`config.mk`:
```
export PLATFORM = sky130hd
export DESIGN_NAME = copro_exec_scheduler
export DESIGN_NICKNAME = d
export VERILOG_FILES = /design/src/rtl/copro_exec_scheduler_pkg.sv /design/src/rtl/copro_exec_scheduler_fifo.sv /design/src/rtl/copro_exec_scheduler.sv
export SDC_FILE = /design/constraint.sdc
export NUM_CORES = 1
export LEC_CHECK = 0
export ABC_AREA = 1
export BUFFER_PORTS_ARGS = -buffer_cell sky130_fd_sc_hd__buf_4
export CORE_MARGIN = 1
export CORE_UTILIZATION = 50
export CTS_CLUSTER_SIZE = 20
export DETAILED_ROUTE_END_ITERATION = 16
export GPL_TIMING_DRIVEN = 0
export HOLD_SLACK_MARGIN = 0.15
export PLACE_DENSITY = 0.76
export SLEW_MARGIN = 20
export SYNTH_ARGS = -nofsm -noshare
export SYNTH_HDL_FRONTEND = slang
export SYNTH_SLANG_ARGS = --single-unit
```
`constraint.sdc`:
```
create_clock -name clk_i -period 1.99 [get_ports clk_i]
set_clock_uncertainty 0.05 [all_clocks]
set_input_delay 0.199 -clock clk_i [delete_from_list [all_inputs] [get_ports clk_i]]
set_output_delay 0.199 -clock clk_i [all_outputs]
set_load 0.005 [all_outputs]
```
`src/rtl/copro_exec_scheduler_pkg.sv`:
```
// Shared coprocessor types: opcodes, scheduler state, queue entry and latency helpers.
package copro_exec_scheduler_pkg;

  // Decoded coprocessor opcodes as delivered by the decoder.
  typedef enum logic [3:0] {
    OP_NOP       = 4'h0,
    OP_ADD       = 4'h1,
    OP_SUB       = 4'h2,
    OP_XOR       = 4'h3,
    OP_ADD_MULTI = 4'h4,
    OP_ASCON     = 4'h5,
    OP_ILLEGAL   = 4'hF
  } opcode_t;

  typedef enum logic [1:0] {
    IDLE = 2'd0,
    EXEC = 2'd1,
    WB   = 2'd2
  } sched_state_t;

  // Width of the id field stored in the issue queue. A scheduler built with a
  // different IdWidth casts into and out of this field.
  localparam int unsigned SCHED_ID_W = 4;

  typedef struct packed {
    opcode_t               opcode;
    logic [SCHED_ID_W-1:0] id;
    logic [4:0]            rd;
    logic                  we;
  } sched_entry_t;

  // Number of EXEC cycles an opcode occupies the datapath.
  function automatic int unsigned op_latency(opcode_t op, int unsigned multi_latency,
                                             int unsigned ascon_rounds);
    case (op)
      OP_ADD_MULTI: return multi_latency;
      OP_ASCON:     return ascon_rounds;
      default:      return 1;
    endcase
  endfunction

  // NOP and ILLEGAL produce no data and never write the register file.
  function automatic logic op_has_result(opcode_t op);
    return !((op == OP_NOP) || (op == OP_ILLEGAL));
  endfunction

endpackage

```
`src/rtl/copro_exec_scheduler_fifo.sv`:
```
// In-order issue queue of sched_entry_t with synchronous reset and clear.
module copro_sched_fifo
  import copro_exec_scheduler_pkg::*;
#(
  parameter int unsigned Depth = 4
) (
  input  logic         clk_i,
  input  logic         rst_i,
  input  logic         clear_i,
  input  logic         push_i,
  input  logic         pop_i,
  input  sched_entry_t data_i,
  output sched_entry_t head_o,
  output logic         full_o,
  output logic         empty_o
);

  localparam int unsigned AW = (Depth > 1) ? $clog2(Depth) : 1;

  sched_entry_t    mem [Depth];
  logic [AW:0]     wr_ptr_q;
  logic [AW:0]     rd_ptr_q;
  logic            do_push;
  logic            do_pop;

  // Pointers carry one extra wrap bit so full and empty are distinguishable.
  assign empty_o = (wr_ptr_q == rd_ptr_q);
  assign full_o  = (wr_ptr_q[AW] != rd_ptr_q[AW]) &&
                   (wr_ptr_q[AW-1:0] == rd_ptr_q[AW-1:0]);
  assign head_o  = mem[rd_ptr_q[AW-1:0]];
  assign do_push = push_i && !full_o;
  assign do_pop  = pop_i && !empty_o;

  // Pointer update; clear empties the queue without touching storage.
  always_ff @(posedge clk_i) begin
    if (rst_i || clear_i) begin
      wr_ptr_q <= '0;
      rd_ptr_q <= '0;
    end else begin
      if (do_push) wr_ptr_q <= wr_ptr_q + (AW+1)'(1);
      if (do_pop)  rd_ptr_q <= rd_ptr_q + (AW+1)'(1);
    end
  end

  // Entry storage, written at the tail.
  always_ff @(posedge clk_i) begin
    if (do_push) mem[wr_ptr_q[AW-1:0]] <= data_i;
  end

endmodule

```
`src/rtl/copro_exec_scheduler.sv`:
```
// Coprocessor execution scheduler: queues issued ops, drives the shared
// datapath for each op's latency and holds the result until accepted.
//
// state | meaning
// IDLE  | no op in flight; dispatch queue head when present
// EXEC  | datapath busy on op_q, cnt_q counts cycles/rounds
// WB    | result registered and presented until result_ready_i
module copro_exec_scheduler
  import copro_exec_scheduler_pkg::*;
#(
  parameter int unsigned XLEN         = 32,
  parameter int unsigned IdWidth      = 4,
  parameter int unsigned Depth        = 4,
  parameter int unsigned MultiLatency = 4,
  parameter int unsigned AsconRounds  = 6
) (
  input  logic               clk_i,
  input  logic               rst_i,
  input  logic               flush_i,
  input  logic               issue_valid_i,
  output logic               issue_ready_o,
  input  logic [3:0]         issue_opcode_i,
  input  logic [IdWidth-1:0] issue_id_i,
  input  logic [4:0]         issue_rd_i,
  input  logic               issue_we_i,
  output logic               exu_valid_o,
  output logic [3:0]         exu_opcode_o,
  output logic [IdWidth-1:0] exu_id_o,
  output logic [3:0]         exu_round_o,
  input  logic [XLEN-1:0]    exu_result_i,
  output logic               result_valid_o,
  input  logic               result_ready_i,
  output logic [IdWidth-1:0] result_id_o,
  output logic [4:0]         result_rd_o,
  output logic               result_we_o,
  output logic               result_err_o,
  output logic [XLEN-1:0]    result_data_o
);

  sched_state_t       state_q;
  sched_entry_t       op_q;
  logic [3:0]         cnt_q;
  logic [3:0]         last_cnt_q;

  sched_entry_t       fifo_in;
  sched_entry_t       fifo_head;
  logic               fifo_full;
  logic               fifo_empty;
  logic               push;
  logic               pop;
  logic [3:0]         head_last_cnt;
  logic               head_illegal;

  logic               exu_valid_q;
  logic [3:0]         exu_opcode_q;
  logic [IdWidth-1:0] exu_id_q;
  logic [3:0]         exu_round_q;

  logic               result_valid_q;
  logic [IdWidth-1:0] result_id_q;
  logic [4:0]         result_rd_q;
  logic               result_we_q;
  logic               result_err_q;
  logic [XLEN-1:0]    result_data_q;

  // Ready is held low while reset is asserted; no bypass, so full always blocks.
  assign issue_ready_o = !rst_i && !fifo_full;
  assign push          = issue_valid_i && issue_ready_o && !flush_i;

  // Dispatch from IDLE, or straight from WB on the result handshake.
  assign pop = !fifo_empty && !flush_i &&
               ((state_q == IDLE) || ((state_q == WB) && result_ready_i));

  assign fifo_in = '{opcode: opcode_t'(issue_opcode_i),
                     id:     SCHED_ID_W'(issue_id_i),
                     rd:     issue_rd_i,
                     we:     issue_we_i};

  assign head_last_cnt = 4'(op_latency(fifo_head.opcode, MultiLatency, AsconRounds) - 1);
  assign head_illegal  = (fifo_head.opcode == OP_ILLEGAL);

  copro_sched_fifo #(
    .Depth (Depth)
  ) u_fifo (
    .clk_i   (clk_i),
    .rst_i   (rst_i),
    .clear_i (flush_i),
    .push_i  (push),
    .pop_i   (pop),
    .data_i  (fifo_in),
    .head_o  (fifo_head),
    .full_o  (fifo_full),
    .empty_o (fifo_empty)
  );

  // Scheduler FSM with round counter, datapath control and result register.
  always_ff @(posedge clk_i) begin
    if (rst_i || flush_i) begin
      state_q        <= IDLE;
      op_q           <= '0;
      cnt_q          <= '0;
      last_cnt_q     <= '0;
      exu_valid_q    <= 1'b0;
      exu_opcode_q   <= '0;
      exu_id_q       <= '0;
      exu_round_q    <= '0;
      result_valid_q <= 1'b0;
      result_id_q    <= '0;
      result_rd_q    <= '0;
      result_we_q    <= 1'b0;
      result_err_q   <= 1'b0;
      result_data_q  <= '0;
    end else begin
      unique case (state_q)
        IDLE: begin
        end
        EXEC: begin
          if (cnt_q == last_cnt_q) begin
            state_q        <= WB;
            exu_valid_q    <= 1'b0;
            exu_opcode_q   <= '0;
            exu_id_q       <= '0;
            exu_round_q    <= '0;
            result_valid_q <= 1'b1;
            result_id_q    <= IdWidth'(op_q.id);
            result_rd_q    <= op_q.rd;
            result_we_q    <= op_q.we && op_has_result(op_q.opcode);
            result_err_q   <= (op_q.opcode == OP_ILLEGAL);
            result_data_q  <= op_has_result(op_q.opcode) ? exu_result_i : '0;
          end else begin
            cnt_q <= cnt_q + 4'd1;
            if (exu_valid_q) exu_round_q <= cnt_q + 4'd1;
          end
        end
        WB: begin
          if (result_ready_i) begin
            state_q        <= IDLE;
            result_valid_q <= 1'b0;
            result_id_q    <= '0;
            result_rd_q    <= '0;
            result_we_q    <= 1'b0;
            result_err_q   <= 1'b0;
            result_data_q  <= '0;
          end
        end
        default: state_q <= IDLE;
      endcase

      // A dispatch overrides the WB->IDLE fallback so back-to-back ops skip IDLE.
      if (pop) begin
        state_q      <= EXEC;
        op_q         <= fifo_head;
        cnt_q        <= '0;
        last_cnt_q   <= head_last_cnt;
        exu_valid_q  <= !head_illegal;
        exu_opcode_q <= head_illegal ? 4'd0 : fifo_head.opcode;
        exu_id_q     <= head_illegal ? '0 : IdWidth'(fifo_head.id);
        exu_round_q  <= '0;
      end
    end
  end

  assign exu_valid_o    = exu_valid_q;
  assign exu_opcode_o   = exu_opcode_q;
  assign exu_id_o       = exu_id_q;
  assign exu_round_o    = exu_round_q;
  assign result_valid_o = result_valid_q;
  assign result_id_o    = result_id_q;
  assign result_rd_o    = result_rd_q;
  assign result_we_o    = result_we_q;
  assign result_err_o   = result_err_q;
  assign result_data_o  = result_data_q;

endmodule

```
==> Word-level counts from Yosys, hierarchy flattened <==
Memory sizes are Yosys's and may differ from the RTL's. A register that Yosys moved wholly into a read port is not among the register bits.
Index checks and enable logic that the tools add are counted.
{ "totals": {"ramBits": 56, "mem_count": 1, "latch_bits": 0, "rom_bits": 0, "regBits": 87, "inputBits": 51, "elab_cells": 111, "out_inout_bits": 58} }
{ "memory_table": {"columns": ["name", "words", "width", "rd", "rd_ports_with_merged_regs", "wr", "line_no", "rtl"], "rows": [
  ["u_fifo.mem", 4, 14, 1, 1, 1, "copro_exec_scheduler_fifo.sv:20", "sched_entry_t mem [Depth];"]
]} }
{ "op_classes": {"shift": 0, "n_bitwise": 2, "div_mod_pow": 0, "muxes": 37, "mul": 0, "add_sub_neg": 4, "n_reduce_logical": 32, "n_lt_le_gt_ge": 0, "n_eq_ne": 15} }
{ "ops": {"columns": ["cell", "count"], "rows": [
  ["$mux W32", 3],
  ["$pmux W32 S2", 1],
  ["$mux W4", 10],
  ["$logic_and A1 B1 Y1", 10],
  ["$mux W1", 10],
  ["$mux W5", 2],
  ["$pmux W5 S2", 1],
  ["$reduce_and A3 Y1", 3],
  ["$eq A4 B3 Y1 const B", 2],
  ["$eq A4 B4 Y1 const B", 2],
  ["$mux W2", 4],
  ["$pmux W4 S2", 1],
  ["$reduce_bool A2 Y1", 4],
  ["$add A3 B1 Y3 const B", 2],
  ["$logic_not A1 Y1", 6],
  ["$ne A3 B2 Y1 const B", 2],
  ["$pmux W1 S2", 3],
  ["$pmux W2 S3", 1],
  ["$pmux W3 S2", 1],
  ["$reduce_and A2 Y1", 3],
  ["$add A4 B1 Y4 const B", 1],
  ["$eq A4 B4 Y1", 1],
  ["$logic_not A4 Y1", 1],
  ["$ne A2 B2 Y1 const B", 2],
  ["11 further kinds", 14]
]} }

==> Depth between registers and ports, before layout <==
Gate-level depths: netlist of run 1.
{ "logic_depth": {"word_depth": 9, "ltp_mapped": 10, "mapped_depth_nobuf": 10} }

==> By module <==
Synthesis of run 1 repeated with hierarchy kept, for this count alone.
{ "unflattened": {"cells_unflattened": 660, "hier_area_um2": 6065.8} }
{ "by_module_without_submodules": {"columns": ["mod", "cells_per_inst", "instances", "area_per_inst_um2", "seq_area_each_um2"], "rows": [
  ["copro_exec_scheduler", 450, 1, 3498.4, 1621.6],
  ["copro_sched_fifo", 210, 1, 2567.5, 1841.8]
]} }

==> Worst setup path before layout of run 1 <==
OpenSTA, ideal clock, no wires.
{ "synth_path": {"path_type": "register to register", "from": "reg u_fifo.wr_ptr_q[0]", "to": "mem u_fifo.mem[0][0] in the netlist's numbering (enable)", "slack_ns": 0.018, "n_path_buf": 0, "synth_period_minus_slack_ns": 1.972, "t_required_ns": 1.555, "path_stages_with_launch": 9, "arrival_ns": 1.537, "setup_time_ns": 0.385, "path_cell_list": "dfxtp_1 -> inv_1 -> nand2_1 -> nand2_1 -> nand3_1 -> nand2_1 -> inv_1 -> nand2_1 -> nor2_1"} }
{ "synth_via": {"elab_chain_len": 9} }
{ "synth_rtl": {"columns": ["element", "line_no", "rtl"], "rows": [
  ["start: declaration", "copro_exec_scheduler_fifo.sv:21", "logic [AW:0] wr_ptr_q;"],
  ["start signal: assignment", "copro_exec_scheduler_fifo.sv:40", "if (do_push) wr_ptr_q <= wr_ptr_q + (AW+1)'(1);"],
  ["$eq A2 B2 Y1", "copro_exec_scheduler_fifo.sv:29", "(wr_ptr_q[AW-1:0] == rd_ptr_q[AW-1:0]);"],
  ["$logic_and A1 B1 Y1", "copro_exec_scheduler_fifo.sv:28", "assign full_o = (wr_ptr_q[AW] != rd_ptr_q[AW]) &&"],
  ["$logic_not A1 Y1", "copro_exec_scheduler_fifo.sv:31, copro_exec_scheduler.sv:67", null],
  ["$logic_and A1 B1 Y1", "copro_exec_scheduler.sv:67", "assign issue_ready_o = !rst_i && !fifo_full;"],
  ["$logic_and A1 B1 Y1 (2 in series)", "copro_exec_scheduler.sv:68", "assign push = issue_valid_i && issue_ready_o && !flush_i;"],
  ["$logic_and A1 B1 Y1", "copro_exec_scheduler_fifo.sv:31", "assign do_push = push_i && !full_o;"],
  ["$mux W1", "copro_exec_scheduler_fifo.sv:47", "if (do_push) mem[wr_ptr_q[AW-1:0]] <= data_i;"],
  ["$mux W1 (not written as such)", "copro_exec_scheduler_fifo.sv:47", null],
  ["end: declaration", "copro_exec_scheduler_fifo.sv:20", null]
]} }
Several ways; a longest one is shown, not always the timed one.

==> Final worst setup path of run 1 <==
{ "layout_path": {"from": "in rst_i", "to": "reg u_fifo.wr_ptr_q[2]"} }
{ "layout_via": {"elab_chain_len": 5, "word_cells_on_any_way": 6, "classes_between": "reduce/logical: 6"} }
{ "layout_rtl": {"columns": ["element", "line_no", "rtl"], "rows": [
  ["start: declaration", "copro_exec_scheduler.sv:18", "input logic rst_i,"],
  ["$logic_not A1 Y1", "copro_exec_scheduler.sv:67", null],
  ["$logic_and A1 B1 Y1", "copro_exec_scheduler.sv:67", null],
  ["$logic_and A1 B1 Y1 (2 in series)", "copro_exec_scheduler.sv:68", null],
  ["$logic_and A1 B1 Y1", "copro_exec_scheduler_fifo.sv:31", null]
]} }
Several ways; a longest one is shown, not always the timed one.
A chain may end at the register's enable or synchronous reset.

==> results of run 1 <==
[area by class of cell]
cell class	count	area, sq um
sequential	145	3460
tap	140	175
timing repair buffer	162	1390
buffer	31	144
clock inverter	9	87.6
inverter	61	229
multi-input combinational	408	1950
clock buffer	23	532
fill	794	3060
[cells by family (layout without fill, tap and decap cells)]
| group | count (synthesis) | in the layout | share of synthesized area |
|---|---|---|---|
| AO/OA/AOI/OAI | 105 | 105 | 0.0962 |
| flip-flops | 145 | 145 | 0.602 |
| adder cells (fa/ha/maj) | 6 | 6 | 0.0131 |
| AND/OR/NAND/NOR | 291 | 291 | 0.214 |
| XOR/XNOR | 6 | 6 | 0.00914 |
| buffers and inverters | 92 | 286 | 0.0649 |
[registers in the layout, indices dropped and copies added (netlist names), named ones only]
register and flops:
exu_id_o 4, result_valid_o 1, result_id_o 4, exu_valid_o 1, cnt_q 4, op_q 14, last_cnt_q 4, u_fifo.rd_ptr_q 3
u_fifo.mem 56, result_rd_o 5, state_q 2, result_we_o 1, u_fifo.wr_ptr_q 3, exu_round_o 4, result_data_o 32, exu_opcode_o 4
result_err_o 1
[routing by layer]
| metal | wire length [um] | part of all wire | global-route usage |
|---|---|---|---|
| met4 | 395 | 0.027 | 0.110 |
| met2 | 7360 | 0.50 | 0.458 |
| met3 | 775 | 0.053 | 0.0550 |
| met5 | 0 | 0 | 0 |
| met1 | 6120 | 0.42 | 0.306 |
[stage by stage]
step | instances | util
after global placement | 893 | 0.611
after detailed placement | 893 | 0.612
after floorplan | 645 | -
final | 979 | 0.723
after global routing | 979 | 0.723
after CTS | 979 | 0.722
[final timing paths]
kind,startpoint,endpoint,slack [ns],depth (start not counted)
worst max register to register,u_fifo.wr_ptr_q[0]$_SDFFE_PP0N_,u_fifo.mem[3][3]$_DFFE_PP_,0.15,9
worst min register to register,last_cnt_q[3]$_SDFFE_PP0P_,last_cnt_q[3]$_SDFFE_PP0P_,0.39,2
worst min-delay path,flush_i,exu_opcode_o[0]$_SDFFE_PP0P_,0.19,6
worst max-delay path,rst_i,u_fifo.wr_ptr_q[2]$_SDFFE_PP0N_,0.14,6
[where the power goes]
part,total [W],internal (W),switching [W]
clock,0.00325,0.00202,0.00123
sequential,0.00321,0.00316,0.0000500
combinational,0.000983,0.000376,0.000607
total,0.00744,0.00555,0.00189
[tightest hold or removal path: stages]
cell and delay (ns):
buf_4 0.09, inv_1 0.05, nand2_1 0.06, nor2_1 0.06, nand3_1 0.08, a21oi_1 0.06
[placed cells by master, fill, tap and decap left out, drive strengths merged, types with 7 or more instances in the layout]
| master | instances |
|---|---|
| edfxtp | 56 |
| nand3 | 63 |
| nand2 | 119 |
| dfxtp | 89 |
| o21ai | 43 |
| nor2 | 99 |
| clkinv | 7 |
| a21oi | 52 |
| nand4 | 8 |
| dlygate4sd3 | 50 |
| buf | 130 |
| inv | 61 |
| clkbuf | 36 |
[timing repair]
item,CTS,global route
endpoints found under the hold margin,92,0
pin swaps,2,0
resized for setup,4,2
setup endpoints to repair,56,56
setup buffers,4,0
hold buffers,50,0
==> flow_summary.ini, run 1 <==
[run_status]
outcome = finished clean

[clocking]
path_clk_slew_ns = 0.06
clock_latency_ns = 0.42
ctsRootBufferMaster = clkbuf_16
cts_tree = yes
cts_sinks = 145
cts_buffers = 17
cts.path.max_buffers = 2
cts_max_level = 4

[global_route]
grt_overflow_total = 0
grt_start_max_net_pins = 17
grt_usage = 0.260
grt_pass1_wl_mm = 23.3
antenna_found_initial = 0
grt_pass1_vias = 4954

[floorplanning]
core_sq_um = 11000
die-height_um = 109
io_pins = 109
dieArea_sq_um = 11900
initial_core_util = 0.521
die_w_um = 109
rows = 38

[critical_path]
crit_path_frequent_cell = dlygate4sd3_1
cp_top_family = buffers and inverters
critical_path_class = in -> reg
crit_required_ns = 2.29
cp_cell_sequence = dlygate4sd3_1 -> buf_4 -> nor2_2 -> dlygate4sd3_1 -> nand3_1 -> a21oi_1
arrival_ns = 2.15
cp-start-kind = input pin
slowest_stage = dlygate4sd3_1
critPathCaptureType = register
cp_max_fo = 9
crit_buf_inv = 3
cpPeakStageDelay_ns = 0.64

[sta]
worst_pin_slew_ns = 0.560
finalCritPeriodShare = 0.932
slew_viol_final = 0
holdWs_ns = 0.189
setup_viol = 0
rsz0062_at_grt = false
relSlewSlack = 0.627
finalSetupTns_ns = 0
fin_crit_ns = 1.85
fin_ws_ns = 0.136
fmax_mhz = 539
finalHoldViolCount = 0

[synthesis]
synth_top_cell_area_share = 0.310
ys_ff_latch = 145
synth_commonest_cells = nand2_1, nor2_1, dfxtp_1
ys_seq_area_frac = 0.602
yosysMostFrequentCell = nand2_1
synthCells = 645
synthTopCellsByArea = dfxtp_1, edfxtp_1, nand2_1, nor2_1, nand3_1
async_reset_ff_frac = 0
synth_cell_type_count = 26
ys.flop_type = dfxtp_1
synth_nets = 702
avgSynthCellArea_sq_um = 8.91
yosysTopAreaCell = dfxtp_1
synth_area_sq_um = 5750
synth-edff-count = 56
yosys_warnings = 0

[place]
place_congestion = 0.842
hpwl_mm = 9.21
portBuffers = 108
placedInstanceArea_sq_um = 6750
post-place-ws_ns = -0.251

[route]
vias_per_cell = 5.14
vias = 5032
ant_nets = 0
route.detailed.drc = 0
firstDrtPassIters = 6
drt_iter0_drc = 411
wl_per_cell_um = 15.0
wl_mm = 14.6

[pwr]
p_per_area_nw_per_um2 = 933
power_leakage_nw = 3.43
total_power_w = 0.00744
ir_drop_mv = 0.645

[cells_and_area]
drive_gt1_frac = 0.210
area_growth_pct = 38.7
diodes = 0
layout.nets = 883
final_area_sq_um = 7970

[job]
drv_cap = 0

[min_path]
hold_path.class = in -> reg
Note: power is estimated with default switching activity, not from simulation.
==> run 2: changes to the inputs <==
--- a/config.mk
+++ b/config.mk
@@ -5,15 +5,14 @@
 export SDC_FILE = /design/constraint.sdc
 export NUM_CORES = 1
 export LEC_CHECK = 0
-export ABC_AREA = 1
 export BUFFER_PORTS_ARGS = -buffer_cell sky130_fd_sc_hd__buf_4
 export CORE_MARGIN = 1
-export CORE_UTILIZATION = 50
+export CORE_UTILIZATION = 49
 export CTS_CLUSTER_SIZE = 20
 export DETAILED_ROUTE_END_ITERATION = 16
 export GPL_TIMING_DRIVEN = 0
 export HOLD_SLACK_MARGIN = 0.15
-export PLACE_DENSITY = 0.76
+export PLACE_DENSITY = 0.75
 export SLEW_MARGIN = 20
 export SYNTH_ARGS = -nofsm -noshare
 export SYNTH_HDL_FRONTEND = slang
==> run 2 against run 1 <==
Non-clock buffer count shrank 18. Sequential share of layout area up 2.2 points. Global-route usage fell by 3.8 points. Critical path depth fell by 3. Hold slack improved by 0.019 ns. Clock power fell by 5%. First-iteration DRC count down 49%. Utilization down 2.9 points. Largest cell class unchanged.
==> flow_summary.ini, run 2 <==
[run_status]
outcome = finished clean

[synthesis]
ys_ff_latch = 145
yosysMostFrequentCell = dfxtp_1
synth_fa_ha_area_frac = 0.0136
avgSynthCellArea_sq_um = 13.3
async_reset_ff_frac = 0
synthMuxAreaShare = 0.0991
yosysTopAreaCell = dfxtp_1
synthCells = 416
synth_top_family_by_area = compound AO/OA/AOI/OAI gates
synthXorXnorAreaFrac = 0.0233
yosys_warnings = 0
synth_nets = 473
synth-simple-area-share = 0.0928
synth-edff-count = 56
ys.flop_type = dfxtp_1
ys_seq_area_frac = 0.626
synthTopCellsByArea = dfxtp_1, edfxtp_1, a22o_1, mux4_2, mux2i_1
synth_top_cell_area_share = 0.322
synth_compound_area_frac = 0.120
synth_area_sq_um = 5530
synth_cell_type_count = 50
synth_commonest_cells = dfxtp_1, edfxtp_1, nand2_1

[sta]
finalCritPeriodShare = 0.973
finalSetupTns_ns = 0
relSlewSlack = 0.650
fmax_mhz = 516
rsz0062_at_grt = true
holdWs_ns = 0.207
finalHoldViolCount = 0
worst_pin_slew_ns = 0.518
slew_viol_final = 0
setup_viol = 0
fin_crit_ns = 1.94

[cells_and_area]
drive_gt1_frac = 0.309
final_cell_mix = buf_4, dfxtp_1, edfxtp_1
stdcell_count = 741
final_common_cell = buf_4
largest_register_ffs = 56
layout.nets = 646
area_growth_pct = 37.2
diodes = 0

[pwr]
internal_power_w = 0.00527
ir_drop_mv = 0.575
power_leakage_nw = 2.93
switchingPower_w = 0.00137
switching_share = 0.206
clockPowerShare = 0.468
p_per_area_nw_per_um2 = 874
share_comb_of_total_power = 0.059
seq_power_share = 0.473

[route]
ant_nets = 0
vias = 3931
firstDrtPassIters = 5
route.detailed.drc = 0
wl_per_cell_um = 16.5
wl_mm = 12.2
drt_iter0_drc = 208
vias_per_cell = 5.30

[clocking]
path_clk_slew_ns = 0.05
cts_max_level = 4
cts.path.max_buffers = 2
cts_setup_buffers = 0
cts_tree = yes
cts_sinks = 145
ctsRootBufferMaster = clkbuf_16
clock_latency_ns = 0.42
cts_buffers = 17

[floorplanning]
dieArea_sq_um = 11700
rows = 38
io_pins = 109
die_w_um = 108
initial_core_util = 0.506
core_sq_um = 10900
die-height_um = 108

[place]
placedCellCount = 663
place_congestion = 0.753
hpwl_mm = 7.92
portBuffers = 107

[job]
drv_cap = 0

[min_path]
hold_path.class = in -> reg

[critical_path]
critical_path_class = reg -> reg
critPathCaptureType = register
crit_required_ns = 2.02
arrival_ns = 1.96
cp-start-kind = register
cp_max_fo = 14

[global_route]
grt_overflow_total = 0
grt_pass1_wl_mm = 19.2
grt_pass1_vias = 3921
grt_start_max_net_pins = 17
antenna_found_initial = 0
grt_usage = 0.222
## run 2: cell count changes after synthesis, sizes merged, moves of 7 or more
cell	change
xnor2	+9
inv	-51
nand2	-63
a21oi	-35
nor2	-90
nand4	-7
mux4	+14
mux2i	+21
nand3	-54
a22o	+36
o21ai	-35
## run 2: cells by family after synthesis
family,after synthesis
simple gates,103
compound gates,84
xor+xnor,13
fa+ha+maj,6
buf+inv,28
flops,145
mux,37
## run 2: timing repair
| item | 4_1_cts | 5_1_grt |
|---|---|---|
| hold buffers | 47 | 0 |
| setup endpoints to repair | 56 | 63 |
| resized for setup | 4 | 5 |
| endpoints found under the hold margin | 89 | 0 |
## run 2: cell type report
type	instances	area, sq um
Clock inverter	9	108
Buffer	21	114
Clock buffer	22	475
Timing Repair Buffer	154	1270
Multi-Input combinational cell	243	1950
Fill cell	772	3350
Inverter	7	26.3
Sequential cell	145	3460
Tap cell	140	175
## run 2: through the flow
| step | power (W) | worst slack (ns) | util | cell area, sq um |
|---|---|---|---|---|
| after CTS | 0.00667 | 0.0296 | 0.692 | 7570 |
| after global routing | 0.00681 | -0.107 | 0.694 | 7590 |
| after floorplan | 0.00336 | 0.189 | - | 5530 |
| final | 0.00663 | 0.0538 | 0.694 | 7590 |
| after global placement | 0.00350 | -0.178 | 0.595 | 6510 |
| after detailed placement | 0.00351 | -0.233 | 0.595 | 6510 |
## run 2: per-layer routing
| layer | GRT usage | part of all wire | vias to the layer above |
|---|---|---|---|
| met5 | 0 | 0 | - |
| met4 | 0.0969 | 0.017 | 0 |
| met3 | 0.0639 | 0.044 | 18 |
| met2 | 0.359 | 0.49 | 94 |
| met1 | 0.276 | 0.45 | 1921 |
| li1 | - | - | 1898 |
## run 2: final timing paths
kind	startpoint	endpoint	slack [ns]	cells past startpoint
worst max register to register	u_fifo.wr_ptr_q[0]$_SDFFE_PP0N_	u_fifo.mem[2][3]$_DFFE_PP_	0.05	3
worst min register to register	op_q[6]$_SDFFE_PP0P_	op_q[6]$_SDFFE_PP0P_	0.41	1
worst min-delay path	issue_valid_i	u_fifo.wr_ptr_q[0]$_SDFFE_PP0N_	0.21	5
worst max-delay path	u_fifo.wr_ptr_q[0]$_SDFFE_PP0N_	u_fifo.mem[2][3]$_DFFE_PP_	0.05	3
## run 2: power groups by stage
stage | Clock, W | Combinational [W] | Sequential, W
6_report | 0.00310 | 0.000390 | 0.00314
4_1_cts | 0.00314 | 0.000387 | 0.00314
5_1_grt | 0.00325 | 0.000421 | 0.00314
3_3_place_gp | 0 | 0.000302 | 0.00320
3_5_place_dp | 0 | 0.000311 | 0.00320
2_1_floorplan | 0 | 0.000166 | 0.00319
## run 2: worst max-delay path: stages, from the launching register on
cell     delay [ns]
dfxtp_1        0.47
xnor2_1        0.15
a31oi_2        0.41
and3_2         0.51
==> run 3: changes to the inputs <==
--- a/config.mk
+++ b/config.mk
@@ -16,4 +16,5 @@
 export SLEW_MARGIN = 20
 export SYNTH_ARGS = -nofsm -noshare
 export SYNTH_HDL_FRONTEND = slang
+export SYNTH_HIERARCHICAL = 1
 export SYNTH_SLANG_ARGS = --single-unit
==> run 3 against run 2 <==
The flow now finishes with violations (negative setup slack). Sequential share of layout area fell by 2.6 points. Wire length up 14%. Maximum frequency fell by 3.3%. Hold slack worse by 0.039 ns. Worst setup slack got worse by 0.067 ns. Clock-buffer cell count down 2. Non-clock buffer count rose by 25. Combinational power decreased by 19%. Die area is essentially flat. Sequential power shrank 2%. Total power is 1.4% lower. Via count increased by 4.2%.
==> flow_summary.ini, run 3 <==
[run_status]
outcome = finished with violations
violations = negative setup slack

[floorplanning]
core_sq_um = 10900
initial_core_util = 0.505
rows = 38
die_w_um = 108
dieArea_sq_um = 11700
die-height_um = 108
io_pins = 109

[synthesis]
synth-edff-count = 56
yosysTopAreaCell = dfxtp_1
yosys_warnings = 6
avgSynthCellArea_sq_um = 14.0
ys.flop_type = dfxtp_1
synthCells = 395
synth_nets = 452
ys_seq_area_frac = 0.627
synth_area_sq_um = 5530
synthTopCellsByArea = dfxtp_1, edfxtp_1, a22o_2, mux4_2, mux2i_1
synth_cell_type_count = 46
yosysMostFrequentCell = dfxtp_1
async_reset_ff_frac = 0
synth_commonest_cells = dfxtp_1, edfxtp_1, a22o_2
synth_top_cell_area_share = 0.322
ys_ff_latch = 145

[sta]
fin_crit_ns = 2.00
rsz0062_at_grt = true
relSlewSlack = 0.611
finalCritPeriodShare = 1.01
fin_ws_ns = -0.0128
slew_viol_final = 0
finalHoldViolCount = 0
setup_viol = 1
fmax_mhz = 499
worst_pin_slew_ns = 0.578

[global_route]
antenna_found_initial = 0
grt_start_max_net_pins = 17
grt_usage = 0.247
grt_pass1_wl_mm = 21.3
grt_overflow_total = 0
grt_pass1_vias = 4160

[cells_and_area]
drive_gt1_frac = 0.438
largest_register_ffs = 56
final_cell_mix = buf_4, dfxtp_1, edfxtp_1
diodes = 0
area_growth_pct = 46.5
stdcell_count = 750
layout.nets = 654
n_fill_cell = 683
final_area_sq_um = 8100
final_common_cell = buf_4

[route]
firstDrtPassIters = 4
drt-met1-wl_mm = 5.73
vias = 4096
ant_nets = 0
wl_met2_mm = 7.37
wl_met3_um = 739
highest_layer = met4
vias_per_cell = 5.46
route.detailed.drc = 0
drt_iter0_drc = 153
wl_mm = 14.0
wl_per_cell_um = 18.7

[critical_path]
rr_worst_depth = 9
r2r-end = u_fifo/wr_ptr_q[2]$_SDFFE_PP0P_
cp-start-kind = register
rrSetupSlack_ns = -0.01
arrival_ns = 2.29
critical_path_class = reg -> reg
critPathCaptureType = register
cp_max_fo = 6
crit_required_ns = 2.27
rr_startpoint = u_fifo/rd_ptr_q[1]$_SDFFE_PP0P_

[clocking]
path_clk_slew_ns = 0.06
clock_latency_ns = 0.41
ctsRootBufferMaster = clkbuf_16
cts_buffers = 17
cts_max_level = 4
cts_sinks = 145
cts.path.max_buffers = 2
cts_tree = yes

[pwr]
total_power_w = 0.00654
p_per_area_nw_per_um2 = 807
ir_drop_mv = 0.757
power_leakage_nw = 3.12

[place]
placedCellCount = 643
post-place-ws_ns = -0.668
placedInstanceArea_sq_um = 6610
portBuffers = 108
hpwl_mm = 8.11
place_congestion = 0.824

[min_path]
min_to = u_fifo/wr_ptr_q[0]$_SDFFE_PP0P_
hold_path.class = in -> reg
min_path_cells = 4
hp-start = rst_i

[job]
drv_cap = 0
run 3: cell count changes after synthesis, sizes merged, moves of 5 or more:
| cell | change |
|---|---|
| mux2i | -5 |
| a22o | +15 |
| nand4 | +6 |
| nand2 | -45 |
| nor2 | +16 |
run 3: power breakdown:
group	switching [W]	internal (W)
registers	0.00000621	0.00309
clock network	0.00120	0.00193
logic	0.000134	0.000183
total	0.00134	0.00520
run 3: metrics by stage:
| stage | hold WS [ns] | utilization | setup TNS (ns) |
|---|---|---|---|
| finish | 0.168 | 0.741 | -0.0128 |
| CTS | 0.157 | 0.729 | -0.0670 |
| floorplan | 0.248 | - | -0.565 |
| global route | 0.191 | 0.741 | -0.889 |
| detailed placement | 0.352 | 0.605 | -42.08 |
| global placement | 0.348 | 0.605 | -37.15 |
run 3: worst max-delay path by stage:
stage | startpoint | end | slack, ns | depth (start not counted)
global route | u_fifo/rd_ptr_q[1]$_SDFFE_PP0P_ | u_fifo/wr_ptr_q[2]$_SDFFE_PP0P_ | -0.07 | 8
global placement | flush_i | u_fifo/mem[3][4]$_DFFE_PP_ | -0.67 | 7
CTS | u_fifo/wr_ptr_q[1]$_SDFFE_PP0P_ | u_fifo/mem[3][11]$_DFFE_PP_ | -0.01 | 8
finish | u_fifo/rd_ptr_q[1]$_SDFFE_PP0P_ | u_fifo/wr_ptr_q[2]$_SDFFE_PP0P_ | -0.01 | 9
floorplan | u_fifo/wr_ptr_q[1]$_SDFFE_PP0P_ | u_fifo/rd_ptr_q[2]$_SDFFE_PP0P_ | -0.04 | 9
detailed placement | flush_i | u_fifo/mem[3][4]$_DFFE_PP_ | -0.67 | 7
run 3: worst max-delay path, stage by stage (launching register included):
cell and delay [ns]:
dfxtp_4 0.38, xnor2_4 0.16, nand2_4 0.12, nor2_4 0.05
nor3b_4 0.34, nand2_2 0.14, buf_6 0.14, buf_4 0.12
a211o_1 0.26, a31oi_1 0.15
run 3: per-layer routing:
metal  vias up  track usage
li1       1937            -
met1      2012        0.282
met2       131        0.450
met3        16       0.0633
met4         0       0.0724
met5         -            0
run 3: cell families (layout without fill, tap and decap cells):
kind of cell | Yosys count | count (layout) | synth area share
xor+xnor | 12 | 12 | 0.0190
compound gates | 97 | 97 | 0.148
buf+inv | 24 | 236 | 0.0263
simple gates | 81 | 84 | 0.0806
flops | 145 | 145 | 0.627
fa+ha+maj | 6 | 6 | 0.0136
mux | 30 | 30 | 0.0860
run 3: final cells by class:
cell class	instances	area [sq um]	area share
timing repair buffer	184	1540	0.190
clock buffer	20	459	0.0567
multi-input combinational	229	2160	0.266
tap	140	175	0.0216
inverter	4	15.0	0.00185
sequential	145	3480	0.430
clock inverter	12	130	0.0161
buffer	16	139	0.0172
run 3: repair_timing:
item	in CTS	in global routing
hold endpoints to repair	95	0
endpoints found under the setup margin	122	103
resized for setup	28	14
hold buffers	50	0
setup buffers	15	12
pin swaps	13	7
cloned	4	0
